===== config.mk =====
export PLATFORM = sky130hd
export DESIGN_NAME = doodle_motion_flat
export DESIGN_NICKNAME = d
export VERILOG_FILES = /design/src/rtl/doodle_motion_pkg.sv /design/src/rtl/doodle_motion_if.sv /design/src/rtl/doodle_motion_tick_gen.sv /design/src/rtl/doodle_motion.sv /design/src/flat_wrapper.sv
export SDC_FILE = /design/constraint.sdc
export NUM_CORES = 1
export LEC_CHECK = 0
export ABC_CLOCK_PERIOD_IN_PS = 2800
export BUFFER_PORTS_ARGS = -buffer_cell sky130_fd_sc_hd__buf_2
export CAP_MARGIN = 40
export CORE_MARGIN = 10
export CORE_UTILIZATION = 40
export DETAILED_ROUTE_END_ITERATION = 6
export PLACE_DENSITY = 0.59
export SLEW_MARGIN = 20
export SYNTH_ARGS = -nofsm -noshare
export SYNTH_HDL_FRONTEND = slang
export SYNTH_SLANG_ARGS = --single-unit

===== constraint.sdc =====
create_clock -name Clk -period 2.8 [get_ports Clk]
set_input_delay 0.56 -clock Clk [delete_from_list [all_inputs] [get_ports Clk]]
set_output_delay 0.56 -clock Clk [all_outputs]
set_load 0.05 [all_outputs]

===== src/rtl/doodle_motion_pkg.sv =====
// Shared screen geometry and one-hot state encodings for the doodle motion
// datapath and the state machine that drives it.
package doodle_motion_pkg;

  localparam int H_LEFT        = 144;
  localparam int H_RIGHT       = 774;
  localparam int V_TOP         = 35;
  localparam int V_BOT         = 515;
  localparam int DOODLE_RADIUS = 13;

  localparam int X_MIN  = H_LEFT;
  localparam int X_MAX  = H_RIGHT - 1;
  localparam int X_SPAN = H_RIGHT - H_LEFT;
  localparam int Y_MIN  = V_TOP + DOODLE_RADIUS;
  localparam int Y_MAX  = 503;
  localparam int UP_MAX = 1023;

  typedef enum logic [3:0] {
    ST_I    = 4'b0001,
    ST_UP   = 4'b0010,
    ST_DOWN = 4'b0100,
    ST_DONE = 4'b1000
  } state_e;

endpackage


===== src/rtl/doodle_motion_if.sv =====
// Link between the doodle state machine (master) and the motion generator
// (slave): one-hot state and buttons in, position and jump distance out.
interface doodle_motion_if;
  logic       q_I;
  logic       q_Up;
  logic       q_Down;
  logic       q_Done;
  logic       BtnL;
  logic       BtnR;
  logic [9:0] up_count;
  logic [9:0] object_x;
  logic [9:0] object_y;
  logic       step;

  modport master (
    output q_I, q_Up, q_Down, q_Done, BtnL, BtnR,
    input  up_count, object_x, object_y, step
  );

  modport slave (
    input  q_I, q_Up, q_Down, q_Done, BtnL, BtnR,
    output up_count, object_x, object_y, step
  );
endinterface


===== src/rtl/doodle_motion_tick_gen.sv =====
// Free-running prescaler: pulses o_step for one cycle every DIV clocks.
module move_tick_gen #(
  parameter int DIV = 250000
) (
  input  logic Clk,
  input  logic Reset,
  output logic o_step
);

  localparam int CW = (DIV > 1) ? $clog2(DIV) : 1;
  localparam logic [CW-1:0] LAST = CW'(DIV - 1);

  logic [CW-1:0] r_div_cnt;

  always_ff @(posedge Clk or posedge Reset) begin
    if (Reset) begin
      r_div_cnt <= '0;
    end else if (r_div_cnt == LAST) begin
      r_div_cnt <= '0;
    end else begin
      r_div_cnt <= r_div_cnt + CW'(1);
    end
  end

  assign o_step = (r_div_cnt == LAST);

endmodule


===== src/rtl/doodle_motion.sv =====
// Doodle position / jump-distance generator: vertical motion per state,
// horizontal motion from buttons with screen wrap, at the prescaled step rate.
module doodle_motion
  import doodle_motion_pkg::*;
#(
  parameter int MOVE_DIV = 250000,
  parameter int STEP_V   = 1,
  parameter int STEP_H   = 2,
  parameter int START_X  = 406,
  parameter int START_Y  = 477
) (
  input  logic           Clk,
  input  logic           Reset,
  doodle_motion_if.slave bus
);

  logic       w_step;
  logic [3:0] w_state;
  logic       w_legal;
  logic       w_jump_start;
  logic       r_up_prev;
  logic [9:0] r_x;
  logic [9:0] r_y;
  logic [9:0] r_up;

  move_tick_gen #(.DIV(MOVE_DIV)) u_tick (
    .Clk    (Clk),
    .Reset  (Reset),
    .o_step (w_step)
  );

  // Tests are done in 11 bits so that x-STEP_H near the left edge cannot underflow.
  function automatic logic [9:0] move_h(input logic [9:0] x, input logic l, input logic r);
    logic [10:0] t;
    t = {1'b0, x};
    if (l && !r) begin
      if (t < 11'(X_MIN + STEP_H)) t = t + 11'(X_SPAN - STEP_H);
      else                         t = t - 11'(STEP_H);
    end else if (r && !l) begin
      t = t + 11'(STEP_H);
      if (t > 11'(X_MAX)) t = t - 11'(X_SPAN);
    end
    return 10'(t);
  endfunction

  function automatic logic [9:0] clamp_up(input logic [9:0] y);
    if ({1'b0, y} < 11'(Y_MIN + STEP_V)) return 10'(Y_MIN);
    return y - 10'(STEP_V);
  endfunction

  function automatic logic [9:0] clamp_down(input logic [9:0] y);
    logic [10:0] t;
    t = {1'b0, y} + 11'(STEP_V);
    if (t > 11'(Y_MAX)) t = 11'(Y_MAX);
    return 10'(t);
  endfunction

  function automatic logic [9:0] sat_up(input logic [9:0] u);
    logic [10:0] t;
    t = {1'b0, u} + 11'(STEP_V);
    if (t > 11'(UP_MAX)) t = 11'(UP_MAX);
    return 10'(t);
  endfunction

  assign w_state      = {bus.q_Done, bus.q_Down, bus.q_Up, bus.q_I};
  assign w_legal      = $onehot(w_state);
  assign w_jump_start = bus.q_Up && !r_up_prev;

  // Edge detector freezes along with the datapath when the state input is illegal.
  always_ff @(posedge Clk or posedge Reset) begin
    if (Reset) begin
      r_up_prev <= 1'b0;
    end else if (w_legal) begin
      r_up_prev <= bus.q_Up;
    end
  end

  always_ff @(posedge Clk or posedge Reset) begin
    if (Reset) begin
      r_x  <= 10'(START_X);
      r_y  <= 10'(START_Y);
      r_up <= '0;
    end else begin
      case (w_state)
        ST_I: begin
          r_x  <= 10'(START_X);
          r_y  <= 10'(START_Y);
          r_up <= '0;
        end
        ST_UP: begin
          if (w_jump_start) begin
            r_up <= '0;
          end else if (w_step) begin
            r_up <= sat_up(r_up);
            r_y  <= clamp_up(r_y);
          end
          if (w_step) r_x <= move_h(r_x, bus.BtnL, bus.BtnR);
        end
        ST_DOWN: begin
          if (w_step) begin
            r_y <= clamp_down(r_y);
            r_x <= move_h(r_x, bus.BtnL, bus.BtnR);
          end
        end
        default: begin
        end
      endcase
    end
  end

  assign bus.up_count = r_up;
  assign bus.object_x = r_x;
  assign bus.object_y = r_y;
  assign bus.step     = w_step;

endmodule

===== src/flat_wrapper.sv =====
// flat-port wrapper written by rule: the top's interface ports become plain ports
module doodle_motion_flat import doodle_motion_pkg::*;
#(
  parameter int MOVE_DIV = 250000,
  parameter int STEP_V   = 1,
  parameter int STEP_H   = 2,
  parameter int START_X  = 406,
  parameter int START_Y  = 477
)
  (Clk, Reset, bus_q_I, bus_q_Up, bus_q_Down, bus_q_Done, bus_BtnL, bus_BtnR, bus_up_count, bus_object_x, bus_object_y, bus_step);
  doodle_motion_if bus_i ();
  input  logic Clk;
  input  logic Reset;
  input wire logic [$bits(bus_i.q_I)-1:0] bus_q_I;
  input wire logic [$bits(bus_i.q_Up)-1:0] bus_q_Up;
  input wire logic [$bits(bus_i.q_Down)-1:0] bus_q_Down;
  input wire logic [$bits(bus_i.q_Done)-1:0] bus_q_Done;
  input wire logic [$bits(bus_i.BtnL)-1:0] bus_BtnL;
  input wire logic [$bits(bus_i.BtnR)-1:0] bus_BtnR;
  output wire logic [$bits(bus_i.up_count)-1:0] bus_up_count;
  output wire logic [$bits(bus_i.object_x)-1:0] bus_object_x;
  output wire logic [$bits(bus_i.object_y)-1:0] bus_object_y;
  output wire logic [$bits(bus_i.step)-1:0] bus_step;
  assign bus_i.q_I = bus_q_I;
  assign bus_i.q_Up = bus_q_Up;
  assign bus_i.q_Down = bus_q_Down;
  assign bus_i.q_Done = bus_q_Done;
  assign bus_i.BtnL = bus_BtnL;
  assign bus_i.BtnR = bus_BtnR;
  assign bus_up_count = bus_i.up_count;
  assign bus_object_x = bus_i.object_x;
  assign bus_object_y = bus_i.object_y;
  assign bus_step = bus_i.step;
  doodle_motion #(.MOVE_DIV(MOVE_DIV), .STEP_V(STEP_V), .STEP_H(STEP_H), .START_X(START_X), .START_Y(START_Y)) u_core (.Clk(Clk), .Reset(Reset), .bus(bus_i));
endmodule

# ---- After elaboration in Yosys (flattened, before gate mapping)
# Index checks and enable logic that the tools add are counted.
dict set report op_classes {
  add_sub_neg 11
  magnitude_cmp 5
  n_eq_ne 11
  muxes 22
  reduce_logical 13
}
# operator n
set ops {}
lappend ops {{two-way mux 10 bit} 14}
lappend ops {{one-hot mux 10 bit (2 select lines)} 2}
lappend ops {{one-hot mux 10 bit (3 select lines)} 1}
lappend ops {{adder 10 x 1 -> 11 bit (second input constant)} 2}
lappend ops {{> comparator 11 x 10 -> 1 bit (second input constant)} 2}
lappend ops {{adder 18 x 1 -> 18 bit (second input constant)} 1}
lappend ops {{== test 18 bit (second input constant)} 1}
lappend ops {{two-way mux 18 bit} 1}
lappend ops {{adder 10 x 2 -> 11 bit (second input constant)} 1}
lappend ops {{> comparator 11 x 9 -> 1 bit (second input constant)} 1}
lappend ops {{adder 10 bit (second input constant)} 1}
lappend ops {{less-than comparator 10 x 6 -> 1 bit (second input constant)} 1}
lappend ops {{less-than comparator 10 x 8 -> 1 bit (second input constant)} 1}
lappend ops {{subtractor 10 x 1 -> 10 bit (second input constant)} 1}
lappend ops {{subtractor 10 bit (second input constant)} 1}
lappend ops {{subtractor 10 x 2 -> 10 bit (second input constant)} 1}
lappend ops {{!= test 2 bit (second input constant)} 3}
lappend ops {{adder 1 x 1 -> 2 bit} 2}
lappend ops {{== test 4 x 1 -> 1 bit (second input constant)} 1}
lappend ops {{== test 4 x 2 -> 1 bit (second input constant)} 1}
lappend ops {{== test 4 x 3 -> 1 bit (second input constant)} 1}
lappend ops {{two-way mux 1 bit} 4}
lappend ops {{AND reduction 4 bit} 1}
lappend ops {{nonzero test 2 bit} 2}
lappend ops {{other kinds (11)} 15}
dict set report word_totals {
  ff_bits 49
  input_bits 8
  out_inout_bits 31
  elab_cells 67
}

# ---- Logic depth before layout (Yosys ltp)
dict set report logic_depth {
  word_depth 9
  depth_mapped 9
  ltp_nobuf 8
}

# ---- Modules after synthesis
# From an unflattened synthesis, not the netlist that was laid out.
dict set report unflattened {
  cells_unflattened 482
  hier_area_um2 4136.5
}
# module instances cells_per_inst area_each_um2 seq_area_each_um2
set modules_own_cells {}
lappend modules_own_cells {doodle_motion 1 400 3250.6 765.7}
lappend modules_own_cells {move_tick_gen 1 82 885.8 450.4}

# ---- Worst setup path before layout
# No wires, ideal clock.
dict set report synth_timing {
  path_kind {register -> register}
  start {register u_core.r_x[2], in the netlist u_core.bus.object_x[2]}
  end {register u_core.r_x[4], in the netlist u_core.bus.object_x[4]}
  setup_ns 0.073
  arrival_ns 2.407
  required_ns 2.727
  path_slack_ns 0.320
  stages_incl_launch_ff 9
  n_path_buf 1
  synth_period_minus_slack_ns 2.480
  cell_sequence {dfstp_2 -> ha_1 -> buf_2 -> nand4_1 -> xor2_1 -> nand4_2 -> o21a_1 -> mux2_1 -> a21oi_1}
}
dict set report synth_between {
  elab_chain_len 7
  word_cells_on_any_way 12
  cone_classes {add/sub (4); order compare (2); mux (6)}
}
# item line
set synth_rtl {}
lappend synth_rtl {{start: declaration} doodle_motion.sv:22} ;# logic [9:0] r_x;
lappend synth_rtl {{start signal: assignment} doodle_motion.sv:80} ;# r_x <= 10'(START_X);
lappend synth_rtl {{start signal: assignment} doodle_motion.sv:86} ;# r_x <= 10'(START_X);
lappend synth_rtl {{start signal: assignment} doodle_motion.sv:97} ;# if (w_step) r_x <= move_h(r_x, bus.BtnL, bus.BtnR);
lappend synth_rtl {{adder 10 x 2 -> 11 bit} doodle_motion.sv:40} ;# t = t + 11'(STEP_H);
lappend synth_rtl {{subtractor 10 bit or > comparator 11 x 10 -> 1 bit (tied branches)} doodle_motion.sv:41} ;# if (t > 11'(X_MAX)) t = t - 11'(X_SPAN);
lappend synth_rtl {{two-way mux 10 bit} doodle_motion.sv:41}
lappend synth_rtl {{two-way mux 10 bit} doodle_motion.sv:39} ;# end else if (r && !l) begin
lappend synth_rtl {{two-way mux 10 bit *} doodle_motion.sv:36} ;# if (l && !r) begin
lappend synth_rtl {{two-way mux 10 bit *} doodle_motion.sv:100} ;# if (w_step) begin
lappend synth_rtl {{one-hot mux 10 bit (2 select lines) *} doodle_motion.sv:84} ;# case (w_state)
# Mark *: on every way between the ends. The rest lies on a longest branch, timed or not. The select of a mux whose other input is x is not followed.
# A chain may end at the register's enable or synchronous reset.

# ---- Worst setup path in the final report
dict set report layout_timing {
  start {register u_core.u_tick.r_div_cnt[9]}
  end {output port bus_step}
}
dict set report layout_between {
  elab_chain_len 1
}
# item line
set layout_rtl {}
lappend layout_rtl {{start: declaration} doodle_motion_tick_gen.sv:13} ;# logic [CW-1:0] r_div_cnt;
lappend layout_rtl {{start signal: assignment} doodle_motion_tick_gen.sv:21} ;# r_div_cnt <= r_div_cnt + CW'(1);
lappend layout_rtl {{== test 18 bit} doodle_motion_tick_gen.sv:25} ;# assign o_step = (r_div_cnt == LAST);
lappend layout_rtl {{end: declaration} flat_wrapper.sv:23} ;# output wire logic [$bits(bus_i.step)-1:0] bus_step;
# No other way between the ends.

==> reports/metrics.cfg <==
[layout]
area_growth_pct = 12.7
final_common_cell = nor2_1
layout_common_cells = nor2_1, nand2_1, buf_2, dfrtp_1, nand3_1
drive_above_1_share_pct = 18.9
diodes = 0
layout.nets = 578

[synth]
ys_seq_elements = 48
avgSynthCellArea_um2 = 8.21
ys_warn_count = 0
ys_seq_area_share_pct = 28.9
async_flop_share_pct = 100
synth_cell_types = 82
syn_inst = 512
ys.flop_type = dfrtp_1
synth_edf_count = 0
syn_nets = 542
syn_area_um2 = 4200

[timing]
min_period_ns = 2.68
slew_viol_final = 0
finalCritPeriodShare_pct = 95.6
rsz0062_at_grt = no
clock_skew_ns = 0.0127
relSlewSlack_pct = 61.5
fin_setup_tns_ns = 0
tightest_slew_ns = 0.577
finalSetupViolCount = 0
final-hold-violation-count = 0
max_freq_mhz = 373

[routing]
ant_nets = 0
wirelength_mm = 11.1
top_layer = met4
num_vias = 3963
wl_met1_mm = 5.17
wl_met3_um = 654
wl_met2_mm = 5.17
drt-initial-drc-count = 356
route.detailed.drc = 0
routedWlPerCell_um = 16.2
drt_pass1_iterations = 5
via_per_inst = 5.79

[clocking]
cts-hold-fix-buffers = 0
cts.sink_count = 48
clock_latency_ns = 0.32
h-tree-depth = 2
cts_tree = done
cts_root_buffer = clkbuf_8
cts_buffers = 5
cts_buffer_depth = 2
clkTransAtPathRegs_ns = 0.09

[power_and_ir_drop]
power_density_nw_per_um2 = 453
p_leak_nw = 2.02
p_sw_mw = 0.799
p_int_mw = 1.34
total_power_mw = 2.14
max-vdd-ir-drop_mv = 0.239
switching_share_pct = 37.3
pwr-share-seq_pct = 38.6
comb_power_share_pct = 31.8
clkPwrFrac_pct = 29.6

[setup_path]
required_ns = 2.24
rrSetupSlack_ns = 0.29
r2r-end = u_core.bus.object_x[4]$_DFFE_PP1P_
cp.arrival_ns = 2.12
rr_worst_depth = 7
endpoint_kind = primary output
path_max_fanout = 5
reg2reg_from = u_core.bus.object_x[2]$_DFFE_PP1P_
start_kind = flop
path_class = flop to primary output

[global_routing]
grt_pass1_vias = 3817
antenna_found_initial = 1
grt_overflow = 0
grt_first_pass_wirelength_mm = 18.7
track_usage_pct = 14.9
grt_max_degree = 26

[place]
dp_hpwl_mm = 8.28
place_congestion = 0.893
io_buffers = 37

[run_status]
status = finished, final reports clean

[floorplanning]
core_um2 = 10300
die_area_um2 = 15000
dieHeight_um = 122
rows = 37
ios = 39
start_util_pct = 40.9
die_w_um = 122

[hold_path]
hold_class = input port to async pin

[flow_run]
cap_violations = 0

[critical path, cell delays in order (launching register included)]
cell,delay (ns)
dfrtp_1,0.44
or4b_4,0.56
or3_4,0.46
nor2_2,0.17
buf_6,0.18
[worst max-delay path by stage]
stage,from,endpoint,slack (ns),cells after the start
3_3_place_gp,bus_q_Done,u_core.bus.object_y[6]$_DFFE_PP1P_,0.29,9
2_1_floorplan,u_core.bus.object_x[2]$_DFFE_PP1P_,u_core.bus.object_x[4]$_DFFE_PP1P_,0.32,8
4_1_cts,u_core.u_tick.r_div_cnt[9]$_DFF_PP0_,bus_step,0.02,4
3_5_place_dp,bus_q_Done,u_core.bus.object_y[2]$_DFFE_PP1P_,0.24,9
5_1_grt,u_core.u_tick.r_div_cnt[9]$_DFF_PP0_,bus_step,0.05,4
6_report,u_core.u_tick.r_div_cnt[9]$_DFF_PP0_,bus_step,0.12,4
[per-stage QoR]
step / utilization, % / instances / cell area (µm²) / setup WS (ns) / hold WS [ns]
2_1_floorplan: - / 512 / 4200 / 0.320 / 0.433
3_5_place_dp: 44.6 / 677 / 4590 / 0.241 / 0.457
6_report: 46.1 / 685 / 4730 / 0.122 / 0.299
4_1_cts: 46.0 / 685 / 4730 / 0.0171 / 0.306
3_3_place_gp: 44.6 / 677 / 4590 / 0.292 / 0.452
5_1_grt: 46.1 / 685 / 4730 / 0.0453 / 0.336
[power by group through the flow]
stage	clock network (mW)	logic, mW	registers [mW]
finish	0.633	0.682	0.827
global route	0.681	0.745	0.836
CTS	0.650	0.679	0.826
detailed placement	0	0.675	0.839
global placement	0	0.670	0.836
floorplan	0	0.441	0.894
[final cells by class]
type | instances | area, µm²
Fill cell | 1030 | 5540
Inverter | 22 | 82.6
Tap cell | 136 | 170
Multi-Input combinational cell | 416 | 2790
Sequential cell | 48 | 1220
Clock inverter | 3 | 68.8
Timing Repair Buffer | 55 | 339
Clock buffer | 5 | 68.8
[Yosys cell counts, drive strengths merged (13+ instances only)]
library cell,count,share of area [%]
a21oi,21,2.5
and3,16,2.4
buf,14,1.7
dfrtp,36,21
ha,21,6.3
inv,22,2.0
nand2,45,4.1
nand3,28,3.3
nor2,50,4.5
nor3,16,2.5
o21ai,36,4.3
xnor2,16,3.3
xor2,13,2.7
[flip-flops by register name (all words and copies together) (netlist names)]
| signal | cells |
|---|---|
| u_core.u_tick.r_div_cnt | 18 |
| u_core.bus.object_x | 9 |
| u_core.r_up_prev | 1 |
| u_core.bus.object_y | 10 |
| u_core.bus.up_count | 10 |
[routing by layer]
| metal | track usage [%] | vias up |
|---|---|---|
| met1 | 20.0 | 1883 |
| met2 | 23.3 | 118 |
| met4 | 4.64 | 0 |
| li1 | - | 1949 |
| met3 | 3.35 | 13 |
| met5 | 0 | - |
[cells by family (layout without fill, tap and decap cells)]
family	count (synthesis)	in the layout	share of synthesized area (%)
fa+ha+maj	22	22	6.73
compound gates	134	134	22.3
other cells	1	1	0.0893
simple gates	221	221	28.8
mux	9	9	2.26
flops	48	48	28.9
buf+inv	48	85	4.76
xor+xnor	29	29	6.05
[timing repair]
action | in CTS | in global routing
hold endpoints to repair | 0 | 0
resized for setup | 1 | 2
endpoints found under the setup margin | 1 | 1
buffers inserted | 0 | 0
Note: power is estimated with default switching activity, not from simulation.
